## config.mk

```make
export PLATFORM = sky130hd
export DESIGN_NAME = mem_arbiter
export DESIGN_NICKNAME = d
export VERILOG_FILES = /design/src/rtl/mem_arb_pkg.sv /design/src/rtl/mem_arb_pick.sv /design/src/rtl/mem_arbiter.sv
export SDC_FILE = /design/constraint.sdc
export NUM_CORES = 1
export LEC_CHECK = 0
export BUFFER_PORTS_ARGS = -buffer_cell sky130_fd_sc_hd__buf_2
export CAP_MARGIN = 20
export CORE_AREA = 4 4 149 151
export DETAILED_ROUTE_END_ITERATION = 8
export DIE_AREA = 0 0 153 155
export GPL_ROUTABILITY_DRIVEN = 0
export GPL_TIMING_DRIVEN = 1
export PLACE_DENSITY_LB_ADDON = 0.12
export SLEW_MARGIN = 20
export SYNTH_ARGS = -nofsm -noshare
export SYNTH_HDL_FRONTEND = slang
export SYNTH_SLANG_ARGS = --single-unit
```

## constraint.sdc

```tcl
create_clock -name clk -period 19.9 [get_ports clk]
set_clock_uncertainty 0.1 [all_clocks]
set_input_delay 3.98 -clock clk [delete_from_list [all_inputs] [get_ports clk]]
set_output_delay 3.98 -clock clk [all_outputs]
set_load 0.02 [all_outputs]
```

## src/rtl/mem_arb_pkg.sv

```systemverilog
// mem_arb_pkg
//   Shared types for the memory arbiter slice.
//   req_id_t : requester identity; its value is also the bit index into req vectors
//   state_t  : arbiter FSM state
//   next_req : cyclic successor CPU -> ACL -> DMA -> CPU
package mem_arb_pkg;

   localparam int NUM_REQ = 3;

   typedef enum logic [1:0] {
      REQ_CPU = 2'd0,
      REQ_ACL = 2'd1,
      REQ_DMA = 2'd2
   } req_id_t;

   typedef enum logic [1:0] {
      IDLE  = 2'd0,
      ISSUE = 2'd1,
      WAIT  = 2'd2
   } state_t;

   function automatic req_id_t next_req(input req_id_t id);
      req_id_t nxt;
      case (id)
         REQ_CPU: nxt = REQ_ACL;
         REQ_ACL: nxt = REQ_DMA;
         default: nxt = REQ_CPU;
      endcase
      return nxt;
   endfunction

endpackage

```

## src/rtl/mem_arb_pick.sv

```systemverilog
// mem_arb_pick
//   Combinational winner selection among the three requesters.
//   Build option MEM_ARB_RR_EN:
//     defined   : round-robin, search starts at the requester after `last`
//     undefined : fixed priority DMA > ACL > CPU, `last` ignored
// Ports
//   req    in   NUM_REQ  request vector, indexed by req_id_t
//   last   in   req_id_t most recently granted requester
//   winner out  req_id_t selected requester (meaningful only when any=1)
//   any    out  1        at least one request present
module mem_arb_pick
   import mem_arb_pkg::*;
(
   input  logic [NUM_REQ-1:0] req,
   input  req_id_t            last,
   output req_id_t            winner,
   output logic               any
);

   assign any = |req;

`ifdef MEM_ARB_RR_EN
   req_id_t cand;
   logic    found;

   always_comb begin
      winner = REQ_CPU;
      found  = 1'b0;
      cand   = last;
      for (int i = 0; i < NUM_REQ; i++) begin
         cand = next_req(cand);
         if (!found && req[cand]) begin
            winner = cand;
            found  = 1'b1;
         end
      end
   end
`else
   logic unused_last;
   assign unused_last = ^last;

   always_comb begin
      if (req[REQ_DMA]) begin
         winner = REQ_DMA;
      end else if (req[REQ_ACL]) begin
         winner = REQ_ACL;
      end else begin
         winner = REQ_CPU;
      end
   end
`endif

endmodule

```

## src/rtl/mem_arbiter.sv

```systemverilog
// mem_arbiter
//   Shares the single-port memory_controller between CPU, accelerator (ACL) and
//   DMA. One access outstanding at a time; the completion is routed back to the
//   requester that owns the access. Arbitration policy is selected by the
//   MEM_ARB_RR_EN build macro (round-robin when defined, fixed DMA>ACL>CPU otherwise).
// Ports (x in cpu/acl/dma)
//   clk, rst            clock; asynchronous active-high reset
//   x_req/we/addr/wdata request, held stable until x_gnt
//   x_gnt               1-cycle pulse, request accepted
//   x_done / x_err      1-cycle completion pulse / timeout flag with done
//   x_rdata             last read data for that requester
//   mem_en/we/addr/wdata registered access strobe and payload to the controller
//   mem_rdata/mem_valid completion from the controller (reads and writes)
//
// state | meaning
// IDLE  | no access in flight; arbitrate among requests each cycle
// ISSUE | mem_en and owner gnt high this cycle; timer cleared
// WAIT  | waiting for mem_valid or timer terminal count
module mem_arbiter
   import mem_arb_pkg::*;
#(
   parameter int DATA_WIDTH = 32,
   parameter int ADDR_WIDTH = 28,
   parameter int TIMEOUT    = 1024
) (
   input  logic                  clk,
   input  logic                  rst,

   input  logic                  cpu_req,
   input  logic                  cpu_we,
   input  logic [ADDR_WIDTH-1:0] cpu_addr,
   input  logic [DATA_WIDTH-1:0] cpu_wdata,
   output logic                  cpu_gnt,
   output logic                  cpu_done,
   output logic                  cpu_err,
   output logic [DATA_WIDTH-1:0] cpu_rdata,

   input  logic                  acl_req,
   input  logic                  acl_we,
   input  logic [ADDR_WIDTH-1:0] acl_addr,
   input  logic [DATA_WIDTH-1:0] acl_wdata,
   output logic                  acl_gnt,
   output logic                  acl_done,
   output logic                  acl_err,
   output logic [DATA_WIDTH-1:0] acl_rdata,

   input  logic                  dma_req,
   input  logic                  dma_we,
   input  logic [ADDR_WIDTH-1:0] dma_addr,
   input  logic [DATA_WIDTH-1:0] dma_wdata,
   output logic                  dma_gnt,
   output logic                  dma_done,
   output logic                  dma_err,
   output logic [DATA_WIDTH-1:0] dma_rdata,

   output logic                  mem_en,
   output logic                  mem_we,
   output logic [ADDR_WIDTH-1:0] mem_addr,
   output logic [DATA_WIDTH-1:0] mem_wdata,
   input  logic [DATA_WIDTH-1:0] mem_rdata,
   input  logic                  mem_valid
);

   localparam int                 TIMER_W    = $clog2(TIMEOUT);
   localparam logic [TIMER_W-1:0] TIMER_LAST = TIMER_W'(TIMEOUT - 1);

   state_t                  state;
   req_id_t                 owner;
   req_id_t                 winner;
   req_id_t                 last_gnt;
   logic                    any_req;
   logic [TIMER_W-1:0]      timer;
   logic [NUM_REQ-1:0]      req_vec;
   logic [NUM_REQ-1:0]      gnt_q;
   logic [NUM_REQ-1:0]      done_q;
   logic [NUM_REQ-1:0]      err_q;
   logic [DATA_WIDTH-1:0]   rdata_q [NUM_REQ];

   logic                    sel_we;
   logic [ADDR_WIDTH-1:0]   sel_addr;
   logic [DATA_WIDTH-1:0]   sel_wdata;

   assign req_vec = {dma_req, acl_req, cpu_req};

`ifndef MEM_ARB_RR_EN
   assign last_gnt = REQ_CPU;
`endif

   mem_arb_pick u_pick (
      .req    (req_vec),
      .last   (last_gnt),
      .winner (winner),
      .any    (any_req)
   );

   always_comb begin
      sel_we    = cpu_we;
      sel_addr  = cpu_addr;
      sel_wdata = cpu_wdata;
      case (winner)
         REQ_ACL: begin
            sel_we    = acl_we;
            sel_addr  = acl_addr;
            sel_wdata = acl_wdata;
         end
         REQ_DMA: begin
            sel_we    = dma_we;
            sel_addr  = dma_addr;
            sel_wdata = dma_wdata;
         end
         default: ;
      endcase
   end

   always_ff @(posedge clk or posedge rst) begin
      if (rst) begin
         state     <= IDLE;
         owner     <= REQ_CPU;
         timer     <= '0;
         gnt_q     <= '0;
         done_q    <= '0;
         err_q     <= '0;
         mem_en    <= 1'b0;
         mem_we    <= 1'b0;
         mem_addr  <= '0;
         mem_wdata <= '0;
         for (int i = 0; i < NUM_REQ; i++) begin
            rdata_q[i] <= '0;
         end
`ifdef MEM_ARB_RR_EN
         // Treat DMA as last granted so the first search starts at CPU.
         last_gnt  <= REQ_DMA;
`endif
      end else begin
         gnt_q  <= '0;
         done_q <= '0;
         err_q  <= '0;
         mem_en <= 1'b0;
         case (state)
            IDLE: begin
               if (any_req) begin
                  owner         <= winner;
                  mem_we        <= sel_we;
                  mem_addr      <= sel_addr;
                  mem_wdata     <= sel_wdata;
                  mem_en        <= 1'b1;
                  gnt_q[winner] <= 1'b1;
                  state         <= ISSUE;
               end
            end
            ISSUE: begin
               timer <= '0;
               state <= WAIT;
`ifdef MEM_ARB_RR_EN
               last_gnt <= owner;
`endif
            end
            WAIT: begin
               // A completion arriving on the terminal-count cycle still counts as success.
               if (mem_valid) begin
                  done_q[owner] <= 1'b1;
                  if (!mem_we) begin
                     rdata_q[owner] <= mem_rdata;
                  end
                  state <= IDLE;
               end else if (timer == TIMER_LAST) begin
                  done_q[owner] <= 1'b1;
                  err_q[owner]  <= 1'b1;
                  state         <= IDLE;
               end else begin
                  timer <= timer + TIMER_W'(1);
               end
            end
            default: state <= IDLE;
         endcase
      end
   end

   assign cpu_gnt   = gnt_q[REQ_CPU];
   assign acl_gnt   = gnt_q[REQ_ACL];
   assign dma_gnt   = gnt_q[REQ_DMA];
   assign cpu_done  = done_q[REQ_CPU];
   assign acl_done  = done_q[REQ_ACL];
   assign dma_done  = done_q[REQ_DMA];
   assign cpu_err   = err_q[REQ_CPU];
   assign acl_err   = err_q[REQ_ACL];
   assign dma_err   = err_q[REQ_DMA];
   assign cpu_rdata = rdata_q[REQ_CPU];
   assign acl_rdata = rdata_q[REQ_ACL];
   assign dma_rdata = rdata_q[REQ_DMA];

endmodule
```

==> run metrics <==
Setup CP Type input port to register; r2r setup slk 17.18 ns; CTS tree yes; CTS root buf clkbuf_16; first-pass GRT wire length 36.3 mm; unrepaired setup endpoints after global routing no; GRT overflow 0; Cells after Synth 726; Post-CTS Setup Bufs 0; Syn Area/Cell 11.3 sq um; DRC errors left 0; cell taking the most area after synthesis dfrtp_1; Mapped Nets 948; Yosys top cell area share 55.2%; CTS Hold Buffers Added 0; sw frac 41.2%; die height 155 um; Final HPWL DP 18.2 mm; Pwr Density 151 nW/um^2; commonest cells in the netlist dfrtp_1 (181), nand2_1 (74), nor2_1 (73); Core Rows 53; H-tree levels 4; max frequency 181 MHz; ys flop type dfrtp_1; total power 1.64 mW; NetSw 0.677 mW; CTS Buffer Depth 2; Post-Layout Inst Area 10900 sq um; Worst Path Arrival 5.73 ns; CP endpoint dma_rdata[17]; starting density of the core 39.4%; final hold viol count 0; clock network latency to the later pin of the worst-skew pair 0.42 ns; Clk pwr share 20.7%; # port buffers 387; Warnings, synthesis 0; core box area 20800 sq um; status complete, no violations; Final period util 27.7%; Clk pin slew, worst setup/hold paths 0.08 ns; setup ws final 14.38 ns; Leak 5.83 nW; placed cell area 10300 sq um; clk sinks 181; slew margin rel. 27.7%; Tmin final 5.52 ns; vias per std cell 4.75; final setup fails 0; worst r2r dst dma_rdata[17]; Worst setup SP type input port; drt pass-1 iters 4; crit path launch mem_valid; maximum fanout along the worst path 32; Logic pwr share 41.2%; DR iter-0 viols 301; GRT Util Overall 19.5%; I/O pin total 388; Antenna Violating Nets Remaining 0; VDD IR-drop max 0.0550 mV; most frequent cell after synthesis dfrtp_1; nets 1309; final setup TNS 0 ns; synthesis-to-layout area growth 33.0%; Seq/Total Area, Yosys 55.2%; vias 6530; pre-CTS setup slack 13.85 ns; Worst setup EP type register; Least-Margin Pin Slew 1.08 ns; asr flop ratio synth 100%; die area 23700 sq um; EDFF count, synth 0; flops & latches, synth 181; hold depth 2; WP data required 20.11 ns; Reg power frac 38.1%; post-layout util 52.4%; post-cts resize count 0; die width 153 um; RR Startpoint state[1]; internal power 0.967 mW; maxcap violations 0; Netlist Area Pre-Place 8210 sq um; initial antenna violation count 2; fin. max-slew vios 0; share of cells above drive strength 1 43.2%; Routed Wire Length 23.7 mm; Synth area leaders dfrtp_1 (55%), mux2i_1 (7.4%), mux2_1 (7.4%); vias in the first global route 6386; Yosys cell types 42; cts bufs inserted 17; Routed WL per cell 17.3 um; largest net degree at the start of global routing 119; worst-case reg-to-reg path depth 4; min-delay worst type register to register
power by group through the flow:
| stage | Combinational [mW] | Sequential, mW | Clock, mW |
|---|---|---|---|
| 2_1_floorplan | 0.242 | 0.813 | 0 |
| 3_3_place_gp | 0.684 | 0.629 | 0 |
| 3_5_place_dp | 0.693 | 0.632 | 0 |
| 4_1_cts | 0.692 | 0.627 | 0.349 |
| 5_1_grt | 0.735 | 0.648 | 0.365 |
| 6_report | 0.678 | 0.626 | 0.340 |
worst min-delay path by stage:
stage	startpoint	to	slack, ns
floorplan	owner[1]	err_q[0]	0.39
global placement	mem_wdata[6]	mem_wdata[6]	0.36
detailed placement	mem_wdata[9]	mem_wdata[9]	0.36
CTS	mem_wdata[9]	mem_wdata[9]	0.38
global route	cpu_rdata[19]	cpu_rdata[19]	0.40
finish	mem_wdata[0]	mem_wdata[0]	0.37
routing by layer:
metal  GRT usage [%]  routed length, um
met1            25.0               9990
met5               0                  0
met4            5.90                491
met2            32.9              11700
met3            4.78               1560
stage by stage:
step / instances / hold slack, ns
after global routing: 1376 / 0.399
after detailed placement: 1343 / 0.365
after global placement: 1343 / 0.358
after CTS: 1375 / 0.381
final: 1376 / 0.373
after floorplan: 726 / 0.387
cells in the final DEF (no fill, tap or decap), types with 3 or more instances in the layout:
cell type,Yosys,routed
mux2_4,30,30
a211oi_1,4,4
dfrtp_1,181,181
a21oi_1,66,66
inv_6,0,5
nand2b_1,3,3
nand3_1,4,3
a31oi_1,4,4
nor2_1,73,73
nand2_1,74,74
buf_4,0,8
and3_1,9,9
clkbuf_16,0,17
mux2i_1,61,61
buf_2,17,385
mux2_2,12,12
nor3_1,6,6
inv_1,5,4
inv_8,0,5
nand4_1,3,3
mux2_1,54,54
o21ai_0,60,60
sequential cells by signal, summed over array words and instances (netlist names):
name	cells
mem_we	1
err_q	3
cpu_rdata	32
mem_addr	28
owner	2
dma_rdata	32
done_q	3
state	2
acl_rdata	32
timer	10
mem_en	1
mem_wdata	32
gnt_q	3
cells by family (layout without fill, tap and decap cells):
| logic type | Yosys count | in the layout | share of synthesized area [%] |
|---|---|---|---|
| other cells | 0 | 1 | 0 |
| mux | 157 | 157 | 22.0 |
| xor+xnor | 1 | 1 | 0.107 |
| simple gates | 183 | 183 | 9.59 |
| fa+ha+maj | 1 | 1 | 0.152 |
| flops | 181 | 181 | 55.2 |
| compound gates | 146 | 146 | 9.68 |
| buf+inv | 57 | 431 | 3.32 |
layout make-up:
class | count | area [sq um]
fillers | 1917 | 9910
flip-flops and latches | 181 | 4530
multi-input cells | 488 | 3420
repair buffers | 393 | 1990
clock buffers | 17 | 425
well taps | 275 | 344
clock inverters | 15 | 178
inverters | 6 | 27.5
diodes | 1 | 2.50
critical path, stage by stage:
cell and delay, ns:
buf_2 0.16, inv_2 0.06, nor2_1 0.16, nand3_2 0.71
mux2_1 0.61
Power figures use the tool's default switching activity.
